[src/rtl/lvds_tx_train.sv]
// Transmit link trainer: sends pattern until far-end lock (+hold), then passes payload words.
// tx_data is one cycle behind selection; s_ready is combinational and high only in LINK.
module lvds_tx_train #(
  parameter int DATA_WIDTH = 10,
  parameter int MIN_TRAIN  = 16,
  parameter int LOCK_HOLD  = 8,
  parameter int TIMEOUT    = 4096
) (
  input  logic                  clk,
  input  logic                  rst_n,
  input  logic                  train_en,
  input  logic [DATA_WIDTH-1:0] pattern,
  input  logic [DATA_WIDTH-1:0] idle_word,
  input  logic                  rx_locked,
  input  logic [DATA_WIDTH-1:0] s_data,
  input  logic                  s_valid,
  output logic                  s_ready,
  output logic [DATA_WIDTH-1:0] tx_data,
  output logic                  tx_training,
  output logic                  link_up,
  output logic                  train_timeout
);

  typedef enum logic [1:0] {
    IDLE  = 2'b00,
    TRAIN = 2'b01,
    HOLD  = 2'b10,
    LINK  = 2'b11
  } state_t;

  localparam logic [7:0]  MIN_C     = 8'(MIN_TRAIN);
  localparam logic [7:0]  HOLD_LAST = 8'(LOCK_HOLD - 1);
  localparam logic [15:0] TMO_LAST  = 16'(TIMEOUT - 1);

  state_t                  state, state_nxt;
  logic                    lock_meta, lock_s;
  logic [7:0]              train_cnt, train_cnt_nxt, train_inc;
  logic [7:0]              hold_cnt, hold_cnt_nxt;
  logic [15:0]             tmo_cnt, tmo_cnt_nxt;
  logic [DATA_WIDTH-1:0]   tx_data_nxt;
  logic                    timeout_nxt;
  logic                    training_nxt, link_up_nxt;

  assign s_ready   = (state == LINK);
  // train_cnt counts pattern words already sent; lock is honoured on the MIN_TRAIN-th word
  assign train_inc = (train_cnt == MIN_C) ? train_cnt : train_cnt + 8'd1;

  always_comb begin
    state_nxt     = state;
    train_cnt_nxt = train_cnt;
    hold_cnt_nxt  = hold_cnt;
    tmo_cnt_nxt   = tmo_cnt;
    tx_data_nxt   = idle_word;
    timeout_nxt   = 1'b0;
    training_nxt  = train_en && ((state == TRAIN) || (state == HOLD));
    link_up_nxt   = train_en && (state == LINK);

    if (!train_en) begin
      state_nxt     = IDLE;
      train_cnt_nxt = 8'd0;
      hold_cnt_nxt  = 8'd0;
      tmo_cnt_nxt   = 16'd0;
      if ((state == LINK) && s_valid) tx_data_nxt = s_data;
    end else begin
      case (state)
        IDLE: begin
          state_nxt     = TRAIN;
          train_cnt_nxt = 8'd0;
          hold_cnt_nxt  = 8'd0;
          tmo_cnt_nxt   = 16'd0;
        end
        TRAIN: begin
          tx_data_nxt   = pattern;
          train_cnt_nxt = train_inc;
          tmo_cnt_nxt   = tmo_cnt + 16'd1;
          if (lock_s && (train_inc == MIN_C)) begin
            state_nxt    = HOLD;
            hold_cnt_nxt = 8'd0;
          end else if (tmo_cnt == TMO_LAST) begin
            timeout_nxt   = 1'b1;
            train_cnt_nxt = 8'd0;
            tmo_cnt_nxt   = 16'd0;
          end
        end
        HOLD: begin
          tx_data_nxt = pattern;
          if (!lock_s) begin
            state_nxt     = TRAIN;
            train_cnt_nxt = 8'd0;
            hold_cnt_nxt  = 8'd0;
            tmo_cnt_nxt   = 16'd0;
          end else if (hold_cnt == HOLD_LAST) begin
            state_nxt = LINK;
          end else begin
            hold_cnt_nxt = hold_cnt + 8'd1;
          end
        end
        LINK: begin
          tx_data_nxt = s_valid ? s_data : idle_word;
          if (!lock_s) begin
            state_nxt     = TRAIN;
            train_cnt_nxt = 8'd0;
            hold_cnt_nxt  = 8'd0;
            tmo_cnt_nxt   = 16'd0;
          end
        end
        default: state_nxt = IDLE;
      endcase
    end
  end

  always_ff @(posedge clk or negedge rst_n) begin
    if (!rst_n) begin
      state         <= IDLE;
      lock_meta     <= 1'b0;
      lock_s        <= 1'b0;
      train_cnt     <= 8'd0;
      hold_cnt      <= 8'd0;
      tmo_cnt       <= 16'd0;
      tx_data       <= '0;
      tx_training   <= 1'b0;
      link_up       <= 1'b0;
      train_timeout <= 1'b0;
    end else begin
      state         <= state_nxt;
      lock_meta     <= rx_locked;
      lock_s        <= lock_meta;
      train_cnt     <= train_cnt_nxt;
      hold_cnt      <= hold_cnt_nxt;
      tmo_cnt       <= tmo_cnt_nxt;
      tx_data       <= tx_data_nxt;
      tx_training   <= training_nxt;
      link_up       <= link_up_nxt;
      train_timeout <= timeout_nxt;
    end
  end

endmodule
[config.mk]
export PLATFORM = sky130hd
export DESIGN_NAME = lvds_tx_train
export DESIGN_NICKNAME = d
export VERILOG_FILES = /design/src/rtl/lvds_tx_train.sv
export SDC_FILE = /design/constraint.sdc
export NUM_CORES = 1
export LEC_CHECK = 0
export BUFFER_PORTS_ARGS = -buffer_cell sky130_fd_sc_hd__buf_2
export CORE_ASPECT_RATIO = 1.2
export CORE_MARGIN = 4
export CORE_UTILIZATION = 60
export DETAILED_ROUTE_END_ITERATION = 8
export PLACE_DENSITY = 0.85
export SLEW_MARGIN = 10
export SYNTH_ARGS = -nofsm -noshare
export SYNTH_HDL_FRONTEND = slang
export SYNTH_SLANG_ARGS = --single-unit
[constraint.sdc]
create_clock -name clk -period 7.18 [get_ports clk]
set_input_delay 0.359 -clock clk [delete_from_list [all_inputs] [get_ports clk]]
set_output_delay 0.359 -clock clk [all_outputs]
set_load 0.01 [all_outputs]
### After elaboration in Yosys (flattened, before gate mapping)

Index checks and enable logic that the tools add are counted.

| cells by class | value |
|---|---|
| $add $sub $neg | 3 |
| equality and inequality tests | 12 |
| muxes and demuxes | 30 |
| reductions and logical operators | 10 |

Operators by type and width:

| cell | count |
|---|---|
| $mux W8 | 9 |
| $mux W16 | 4 |
| $pmux W16 S3 | 1 |
| $pmux W8 S4 | 1 |
| $mux W10 | 3 |
| $pmux W8 S3 | 1 |
| $pmux W10 S2 | 1 |
| $add A16 B1 Y16 const B | 1 |
| $add A8 B1 Y8 const B | 2 |
| $eq A16 B12 Y1 const B | 1 |
| $eq A8 B5 Y1 const B | 2 |
| $mux W2 | 5 |
| $eq A8 B3 Y1 const B | 1 |
| $pmux W2 S4 | 1 |
| $ne A3 B3 Y1 const B | 2 |
| $reduce_and A3 Y1 | 2 |
| $eq A2 B2 Y1 const B | 2 |
| $logic_and A1 B1 Y1 | 4 |
| $mux W1 | 4 |
| $ne A4 B3 Y1 const B | 1 |
| $ne A4 B4 Y1 const B | 1 |
| $reduce_or A2 Y1 | 2 |
| $ne A3 B2 Y1 const B | 1 |
| $eq A2 B1 Y1 const B | 1 |
| other kinds (2) | 2 |

| storage, ports and cells | value |
|---|---|
| word-level logic and storage cells | 65 |
| register bits | 49 |
| output and inout port bits | 14 |
| input bits | 35 |

### Depth between registers and ports, before layout

| depth | value |
|---|---|
| word-level depth | 7 |
| gate-level depth with buffers | 9 |
| gate-level depth less buffers | 8 |

### Worst setup path before layout

No wires, ideal clock.

| timing | value |
|---|---|
| kind | reg-to-reg |
| from | register train_cnt[0] |
| to | register hold_cnt[4] |
| cell stages (with the launch flop) | 8 |
| arrival time | 2524 ps |
| setup time | 95 ps |
| path slack | 4560 ps |
| path through | dfrtp_1 -> ha_1 -> or4_1 -> a2111oi_2 -> a21oi_1 -> or4_1 -> buf_2 -> o31ai_1 |

| on the way | value |
|---|---|
| longest elaborated chain between the ends | 6 |

RTL lines:

| element | line | RTL |
|---|---|---|
| start: declaration | 37 | `logic [7:0] train_cnt, train_cnt_nxt, train_inc;` |
| start signal: assignment | 128 | `train_cnt <= train_cnt_nxt;` |
| $add A8 B1 Y8 / $eq A8 B5 Y1 (equally long branches) | 46 | `assign train_inc = (train_cnt == MIN_C) ? train_cnt : train_cnt + 8'd1;` |
| $mux W8 (*) | 46 |  |
| $eq A8 B5 Y1 (*) | 76 | `if (lock_s && (train_inc == MIN_C)) begin` |
| $logic_and A1 B1 Y1 (*) | 76 |  |
| $ne A3 B2 Y1 (no line) (*) | n/a |  |
| $reduce_and A3 Y1 (no line) (*) | n/a |  |
| end signal: assignment | 129 | `hold_cnt <= hold_cnt_nxt;` |
| end: declaration | 38 | `logic [7:0] hold_cnt, hold_cnt_nxt;` |

Every way passes the cells marked *; elsewhere a longest branch is shown, timed or not.
A chain may end at the register's enable or synchronous reset.

### Final worst setup path

Ends and elaborated chain as after synthesis.

==> results.tsv <==
stage	metric	value	unit
outcome	status	complete, no violations	
worst_setup_path	CP peak stage delay	0.69	ns
worst_setup_path	Crit. End Element	flip-flop	
worst_setup_path	crit start category	flip-flop	
synthesis	EDFF count, synth	0	
floorplan	I/O pin cnt	49	
routing	DRT antenna net count	0	
clock_tree	clk root buf	clkbuf_8	
clock_tree	hold buffer count at cts	0	
layout	Design Area, Final	0.00315	mm2
placement	Placer Congestion	0.926	
worst_setup_path	Max FO, Critical Path	12	
worst_setup_path	worst reg2reg setup slack	4.15	ns
timing	Worst Max-Slew Pin Slew	1.11	ns
grt	antenna violations before repair	0	
timing	Final TNS setup	0	ns
grt	first-pass GRT wire length	11600	um
timing	maximum clock rate	330	MHz
power_and_ir_drop	P per Cell Area	235	mW/mm2
power_and_ir_drop	P_leak	0.00152	uW
clock_tree	post-cts resize count	0	
power_and_ir_drop	P_int	466	uW
synthesis	post-synth top area cell	dfrtp_1	
synthesis	Synth area leaders	dfrtp_1 (43%), o21ai_0 (6.4%), nand2_1 (6.0%)	
synthesis	sequential cell area fraction in the yosys report	43.5	%
routing	first-pass detailed-route iteration total	4	
synthesis	Post-Syn Instances	320	
worst_setup_path	Req. time, crit path	7.40	ns
clock_tree	H-tree levels	2	
power_and_ir_drop	Net Sw Frac	37.3	%
routing	Remaining DRCs	0	
clock_tree	Worst-path clk slew	0.09	ns
clock_tree	setup bufs post-CTS	0	
clock_tree	Worst-Skew Late Latency	0.30	ns
clock_tree	CTS tree	yes	
synthesis	top_reg_cell synth	dfrtp_1	
flow_run	max cap viols	0	
synthesis	Yosys reg bits	49	
worst_setup_path	Critical Path, Cell by Cell	ha_1 > or4_1 > a2111oi_2 > a21oi_1 > or4_1 > o31ai_1	
synthesis	Mapped Nets	364	
layout	fillers	376	
clock_tree	Num CTS Buffers	5	
synthesis	Synthesis Warnings	0	
floorplan	DIE WIDTH	70.6	um
synthesis	asr flop ratio synth	100	%
worst_setup_path	WP data arrival	3.25	ns
timing	skew final	0.00472	ns
routing	vias per cell	6.13	
placement	placed cell area	0.00306	mm2
power_and_ir_drop	Sw Pwr	277	uW
placement	port bufs	48	
routing	WL final	6630	um
layout	number of nets in the layout	402	
synthesis	post-synth top area share	43.5	%
synthesis	Yosys cell types	44	
grt	gr ovfl total	0	
layout	layout cells sized above 1	16.4	%
timing	period utilisation layout	42.2	%
timing	RSZ-0062 raised after global routing	no	
grt	largest net degree at the start of global routing	50	
placement	DPL Wire Length	4690	um
floorplan	Core Box Area	0.00456	mm2
worst_setup_path	Crit-path slowest cell	or4_1	
layout	Antenna Cells	0	
floorplan	die extent in y	83.1	um
synthesis	synthesized cell area	0.00282	mm2
floorplan	initial core utilization	61.8	%
floorplan	DIE AREA	0.00586	mm2
worst_setup_path	Setup Crit Path Kind	flip-flop to flip-flop	
grt	GRT Overall Usage	23.8	%
routing	WL per Instance	15.9	um
timing	crit path time final	3.03	ns
timing	Max-slew headroom	25.7	%
hold_path	hold crit path type	input pin to flip-flop	
clock_tree	CTS Buffer Depth	2	
synthesis	Avg Inst Size Synth	8.81	um2
timing	# setup viols final	0	
power_and_ir_drop	Clk pwr share	22.4	%
timing	Hold Vio Cnt, Final	0	
power_and_ir_drop	VDD IR max	0.158	mV
routing	DRT iter0 DRCs	174	
worst_setup_path	CP dominant cell by count	or4_1	
routing	Vias	2556	
timing	Slew Limit Fails	0	
layout	area grow syn2layout	11.8	%
power_and_ir_drop	Logic pwr share	34.3	%
power_and_ir_drop	Seq pwr share	43.2	%
floorplan	Std-Cell Rows	27	
grt	number of global-route vias before repair	2576	
clock_tree	CTS sink count	49	
[power groups by stage]
| stage | registers [uW] | logic [uW] | clock network (uW) |
|---|---|---|---|
| after floorplan | 332 | 166 | 0 |
| after global placement | 325 | 241 | 0 |
| after detailed placement | 326 | 253 | 0 |
| after CTS | 321 | 253 | 168 |
| after global routing | 325 | 284 | 182 |
| final | 321 | 255 | 167 |
[path summary, 6_finish.rpt]
path,startpoint,to,cells after the start
min,rx_locked,lock_meta,1
max,train_cnt[0],hold_cnt[4],6
max in group asynchronous,rst_n,hold_cnt[2],1
min reg2reg,lock_meta,lock_s,0
min in group asynchronous,rst_n,train_cnt[3],1
max reg2reg,train_cnt[0],hold_cnt[4],6
[cells in the final DEF, fill, tap and decap left out, types with 7 or more instances in the layout]
cell,n
nand2_1,45
nor2_1,20
mux2i_1,11
ha_1,9
nor3_1,7
a22oi_1,10
and3_1,9
o31ai_1,13
inv_1,9
nand3_1,20
buf_2,48
o21ai_0,36
dfrtp_1,49
[layer usage]
metal	GRT usage [%]	routed length, um	vias to the layer above
met5	0	0	-
met4	6.67	65	0
met3	4.36	341	8
met2	41.7	3500	94
met1	29.7	2730	1216
li1	-	-	1238
[cell families after synthesis]
| family | Yosys count | share of synthesized area [%] |
|---|---|---|
| muxes | 11 | 3.91 |
| and+or+nand+nor | 131 | 22.9 |
| AOI/OAI and AO/OA | 84 | 19.0 |
| adders and majority gates | 9 | 3.99 |
| xor gates and xnor gates | 10 | 3.11 |
| DFF | 49 | 43.5 |
| buffers and inverters | 26 | 3.68 |
[worst max-delay path, delay by kind of cell, from the launching register on]
kind	cells	cell delay, ns
adder cells (fa/ha/maj)	1	0.31
AND/OR/NAND/NOR	2	1.25
AO/OA/AOI/OAI	3	0.94
flip-flops	1	0.45
[cells in the mapped netlist (7+ instances only)]
master     n
nand2_1   45
nor3_1     7
clkbuf_1  12
o21ai_0   36
inv_1      9
and3_1     9
a22oi_1   10
ha_1       9
nor2_1    20
dfrtp_1   49
nand3_1   20
mux2i_1   11
o31ai_1   13
[cell type report]
| type | count | area [um2] | share of cell area (%) |
|---|---|---|---|
| clock buffers | 5 | 68.8 | 2.18 |
| multi-input cells | 245 | 1490 | 47.2 |
| repair buffers | 48 | 240 | 7.62 |
| well taps | 58 | 72.6 | 2.30 |
| clock inverters | 3 | 21.3 | 0.675 |
| inverters | 9 | 33.8 | 1.07 |
| flip-flops and latches | 49 | 1230 | 38.9 |
[sequential cells by signal, summed over array words and instances, names as in the netlist, 2 cells and up]
signal / count
train_cnt: 8
hold_cnt: 8
tx_data: 10
tmo_cnt: 16
state: 2
[per-stage QoR]
step / total power [uW] / hold slack, ns / setup slack [ns] / std cells / util (%)
finish: 742 / 0.152 / 4.15 / 417 / 69.1
global route: 791 / 0.137 / 3.89 / 417 / 69.1
CTS: 741 / 0.149 / 4.14 / 417 / 69.1
detailed placement: 578 / 0.336 / 4.15 / 409 / 67.1
global placement: 565 / 0.332 / 4.23 / 409 / 67.1
floorplan: 498 / 0.0634 / 4.56 / 320 / -
No activity file was read; power rests on OpenSTA's default activity.
